### config.mk
export PLATFORM = sky130hd
export DESIGN_NAME = led_bit_serializer
export DESIGN_NICKNAME = d
export VERILOG_FILES = /design/src/rtl/led_bit_serializer.sv
export SDC_FILE = /design/constraint.sdc
export NUM_CORES = 1
export LEC_CHECK = 0
export ABC_AREA = 1
export BUFFER_PORTS_ARGS = -buffer_cell sky130_fd_sc_hd__buf_2
export CORE_MARGIN = 5
export CORE_UTILIZATION = 56
export CTS_CLUSTER_SIZE = 14
export DETAILED_ROUTE_END_ITERATION = 6
export PLACE_DENSITY = 0.8
export SLEW_MARGIN = 20
export SYNTH_ARGS = -nofsm -noshare
export SYNTH_HDL_FRONTEND = slang
export SYNTH_SLANG_ARGS = --single-unit
### constraint.sdc
create_clock -name clk -period 1.45 [get_ports clk]
set_input_delay 0.145 -clock clk [delete_from_list [all_inputs] [get_ports clk]]
set_output_delay 0.145 -clock clk [all_outputs]
set_load 0.1 [all_outputs]
### src/rtl/led_bit_serializer.sv
// led_bit_serializer
// Frame-level bit source for a WS2812 bit encoder. When start is seen, it reads NUM_LEDS
// 24-bit GRB words from a synchronous-read pixel memory. It presents each word MSB-first,
// one bit per encoder request. After the last bit it waits for one more request, which
// marks the end of the final bit waveform. It then times the latch low period and
// returns to idle.
//
// Ports
//   clk              system clock, rising edge
//   rst              synchronous active-high reset
//   start            frame trigger, level-sampled; held over a busy frame via start_pend
//   busy             high in every state except idle
//   frame_done       one-cycle pulse at the end of the latch period
//   pix_rd           one-cycle read strobe to pixel memory
//   pix_addr         pixel index, valid with pix_rd
//   pix_data         GRB word, valid the cycle after pix_rd
//   new_bit_rqst     encoder request: consume current bit, advance
//   bit_to_transmit  current bit, valid in SHIFT, 0 otherwise
//   all_bits_shifted level: last bit consumed, latch pending
//   reset_finish     one-cycle pulse ending the latch period
//   underrun         sticky: request arrived while no bit was ready
module led_bit_serializer #(
  parameter int unsigned NUM_LEDS     = 64,
  parameter int unsigned ADDR_W       = 6,
  parameter int unsigned RESET_CYCLES = 2500
) (
  input  logic              clk,
  input  logic              rst,
  input  logic              start,
  output logic              busy,
  output logic              frame_done,
  output logic              pix_rd,
  output logic [ADDR_W-1:0] pix_addr,
  input  logic [23:0]       pix_data,
  input  logic              new_bit_rqst,
  output logic              bit_to_transmit,
  output logic              all_bits_shifted,
  output logic              reset_finish,
  output logic              underrun
);

  localparam int unsigned LatW = $clog2(RESET_CYCLES);
  localparam logic [LatW-1:0]   LatLast  = LatW'(RESET_CYCLES - 1);
  localparam logic [ADDR_W-1:0] AddrLast = ADDR_W'(NUM_LEDS - 1);

  typedef enum logic [2:0] {
    StIdle,
    StFetch,
    StLoad,
    StShift,
    StDrain,
    StLatch
  } state_e;

  state_e            state_q, state_d;
  logic [ADDR_W-1:0] pix_addr_q, pix_addr_d;
  logic [23:0]       shreg_q, shreg_d;
  logic [4:0]        bit_cnt_q, bit_cnt_d;
  logic [LatW-1:0]   lat_cnt_q, lat_cnt_d;
  logic              abs_q, abs_d;
  logic              underrun_q, underrun_d;
  logic              start_pend_q, start_pend_d;

  always_comb begin
    state_d      = state_q;
    pix_addr_d   = pix_addr_q;
    shreg_d      = shreg_q;
    bit_cnt_d    = bit_cnt_q;
    lat_cnt_d    = lat_cnt_q;
    abs_d        = abs_q;
    underrun_d   = underrun_q;
    start_pend_d = start_pend_q;

    // A trigger seen while busy is remembered so the next frame follows right after idle.
    if (start && (state_q != StIdle)) begin
      start_pend_d = 1'b1;
    end

    unique case (state_q)
      StIdle: begin
        if (start || start_pend_q) begin
          state_d      = StFetch;
          pix_addr_d   = '0;
          start_pend_d = 1'b0;
        end
      end
      StFetch: begin
        state_d = StLoad;
        if (new_bit_rqst) underrun_d = 1'b1;
      end
      StLoad: begin
        shreg_d   = pix_data;
        bit_cnt_d = 5'd0;
        state_d   = StShift;
        if (new_bit_rqst) underrun_d = 1'b1;
      end
      StShift: begin
        if (new_bit_rqst) begin
          shreg_d   = {shreg_q[22:0], 1'b0};
          bit_cnt_d = bit_cnt_q + 5'd1;
          if (bit_cnt_q == 5'd23) begin
            if (pix_addr_q == AddrLast) begin
              abs_d   = 1'b1;
              state_d = StDrain;
            end else begin
              pix_addr_d = pix_addr_q + 1'b1;
              state_d    = StFetch;
            end
          end
        end
      end
      StDrain: begin
        // This request marks the end of the final bit waveform; the latch timer starts now.
        if (new_bit_rqst) begin
          lat_cnt_d = '0;
          state_d   = StLatch;
        end
      end
      StLatch: begin
        lat_cnt_d = lat_cnt_q + 1'b1;
        if (lat_cnt_q == LatLast) begin
          abs_d   = 1'b0;
          state_d = StIdle;
        end
      end
      default: state_d = StIdle;
    endcase
  end

  always_ff @(posedge clk) begin
    if (rst) begin
      state_q      <= StIdle;
      pix_addr_q   <= '0;
      shreg_q      <= '0;
      bit_cnt_q    <= '0;
      lat_cnt_q    <= '0;
      abs_q        <= 1'b0;
      underrun_q   <= 1'b0;
      start_pend_q <= 1'b0;
    end else begin
      state_q      <= state_d;
      pix_addr_q   <= pix_addr_d;
      shreg_q      <= shreg_d;
      bit_cnt_q    <= bit_cnt_d;
      lat_cnt_q    <= lat_cnt_d;
      abs_q        <= abs_d;
      underrun_q   <= underrun_d;
      start_pend_q <= start_pend_d;
    end
  end

  // Outputs depend only on registers and state decode.
  assign busy             = (state_q != StIdle);
  assign pix_rd           = (state_q == StFetch);
  assign pix_addr         = pix_addr_q;
  assign bit_to_transmit  = (state_q == StShift) & shreg_q[23];
  assign all_bits_shifted = abs_q;
  assign reset_finish     = (state_q == StLatch) && (lat_cnt_q == LatLast);
  assign frame_done       = reset_finish;
  assign underrun         = underrun_q;

endmodule

==> impl_metrics.tcl <==
set metrics [dict create \
    synth-edff-count 0 \
    fp.dieW_um 77.6 \
    nets 470 \
    syn_area_um2 2560 \
    synth_cell_types 28 \
    htreeDepth 2 \
    ys_seq_area_share_pct 41.5 \
    synth.avg_cell_area_um2 6.92 \
    postCtsHoldBufs 0 \
    setup_viol 4 \
    core_area_um2 4380 \
    drc 0 \
    outcome "complete, but fails checks" \
    post-route-min-period_ps 1680 \
    globalplace.congestion 0.865 \
    cp-end-kind "primary output" \
    clock_sinks 53 \
    worst_ep_arrival_time_ps 1530 \
    wl_per_cell_um 14.9 \
    portBuffers 40 \
    worst_ir_drop_vdd_mv 1.14 \
    path_clk_slew_ps 100 \
    grt_pass1_vias 2347 \
    grt_max_degree 49 \
    hpwl_mm 4.20 \
    rsz0062_at_grt "true" \
    drv_cap 0 \
    synth_seq_cells 53 \
    cts_tree "built" \
    grt_first_pass_wirelength_mm 10.3 \
    worstMarginPinSlew_ps 486 \
    timing.hold.ws_ps 69.7 \
    slew_viol_final 0 \
    cts_inserted_buffers 5 \
    clock_latency_ps 320 \
    syn2layout_area_growth_pct 36.7 \
    synthArstFlopShare_pct 0 \
    syn_inst 370 \
    viasPerCell 5.72 \
    layout-drive-gt1-share_pct 32.3 \
    root_buffer "clkbuf_8" \
    cp-start-kind "flip-flop" \
    synth_nets 401 \
    fin_ws_ps -229 \
    pwr_density_cell_nw_per_um2 1810 \
    antenna_found_initial 0 \
    fin_worst_skew_ps 6.20 \
    power.leakage_nw 1.41 \
    timing.slew.headroom_pct 67.8 \
    path_max_fanout 4 \
    rows 24 \
    io_pins 41 \
    antenna_cells 0 \
    worstHoldPathType "in -> reg" \
    vias 2815 \
    crit_type "reg -> out" \
    drtIter0Drc 225 \
    globalRouteTotalUtil_pct 20.3 \
    die_h_um 77.6 \
    violations "setup timing" \
    final_hold_viol_count 0 \
    synth_ff_type "dfxtp_1" \
    antenna_left 0 \
    overflow 0 \
    firstDrtPassIters 5 \
    synth_warnings 0 \
    fmax_mhz 596 \
    cts_max_path_buffers 2 \
    wl_mm 7.35 \
    cp.required_ps 1310 \
    start_util_pct 58.4 \
    fp.dieArea_um2 6020 \
    period_share_pct 116 \
    preCtsSetupSlack_ps -6.72 \
]
stage by stage:
step                      total power, mW  cell area [um^2]  instances  setup TNS, ps  utilization (%)
after global routing                 6.69              3500        492          -1440             79.8
after floorplan                      3.93              2660        370           -375                -
after CTS                            5.60              3230        479           -407             73.7
after detailed placement             4.60              3050        465          -26.1             69.6
after global placement               4.56              3050        465              0             69.6
final                                6.33              3500        492           -534             79.8
final cells by class:
cell class | instances | area [um^2]
Multi-Input combinational cell | 268 | 1470
Fill cell | 289 | 887
Tap cell | 52 | 65.1
Clock inverter | 3 | 25.0
Timing Repair Buffer | 79 | 646
Sequential cell | 53 | 1100
Inverter | 32 | 125
Clock buffer | 5 | 68.8
kinds of logic after synthesis:
family | count (synthesis) | share of synthesized area [%]
compound gates | 101 | 21.2
xor+xnor | 2 | 0.685
fa+ha+maj | 3 | 1.47
buf+inv | 49 | 8.70
flops | 53 | 41.5
simple gates | 162 | 26.5
cells in the mapped netlist (5+ instances only):
cell      count  area share, %
nand4_1       6            1.5
inv_1        28            4.1
clkbuf_1      5           0.73
nand2_1      89             13
nor2_1       35            5.1
o21ai_0      39            7.6
nand3_1      20            3.9
a31oi_1      13            3.2
nor3_1        5           0.98
buf_4         5            1.5
a21oi_1      35            6.8
o22ai_1      11            2.7
dfxtp_1      53             41
registers in the layout, summed over array words and instances (netlist names):
signal / cells
underrun: 1
all_bits_shifted: 1
pix_addr: 6
state_q: 3
lat_cnt_q: 12
shreg_q: 24
start_pend_q: 1
bit_cnt_q: 5
power breakdown:
group | switching [mW] | internal, mW | leakage [nW] | total [mW]
clock network | 0.530 | 0.350 | 0.0447 | 0.880
logic | 2.03 | 1.30 | 0.921 | 3.33
registers | 0.270 | 1.85 | 0.440 | 2.12
total | 2.83 | 3.50 | 1.41 | 6.33
path summary, 6_finish.rpt:
check / cells past startpoint / endpoint / slack, ps / start
max: 5 / frame_done / -230 / lat_cnt_q[0]
min: 3 / shreg_q[0] / 70 / pix_data[0]
max reg2reg: 10 / pix_addr[1] / 0 / state_q[0]
min reg2reg: 2 / all_bits_shifted / 450 / all_bits_shifted
layout by cell type (no fill, tap or decap), types with 13 or more instances in the layout:
| master | count |
|---|---|
| nand2_1 | 78 |
| dfxtp_1 | 39 |
| o21ai_0 | 37 |
| buf_2 | 35 |
| a21oi_1 | 33 |
| nor2_1 | 29 |
| buf_4 | 28 |
| inv_1 | 25 |
| nand3_1 | 15 |
| a31oi_1 | 13 |
critical path, stage by stage, from the launching register on:
cell and delay, ps:
dfxtp_4 380, ha_4 130, nor3b_4 190, nand3_2 140
nor2_4 190, buf_12 190
metal layers:
layer  share of wire [%]  GRT usage [%]
met2                  50           35.1
met3                 5.7           4.63
met4                 3.1           5.50
met1                  41           25.2
met5                   0              0
repair_timing:
item	CTS	global route
setup endpoints to repair	21	43
hold endpoints to repair	0	0
cloned	0	2
pin swaps	3	11
resized for setup	11	43
buffers inserted	6	11
Note: power is estimated with default switching activity, not from simulation.
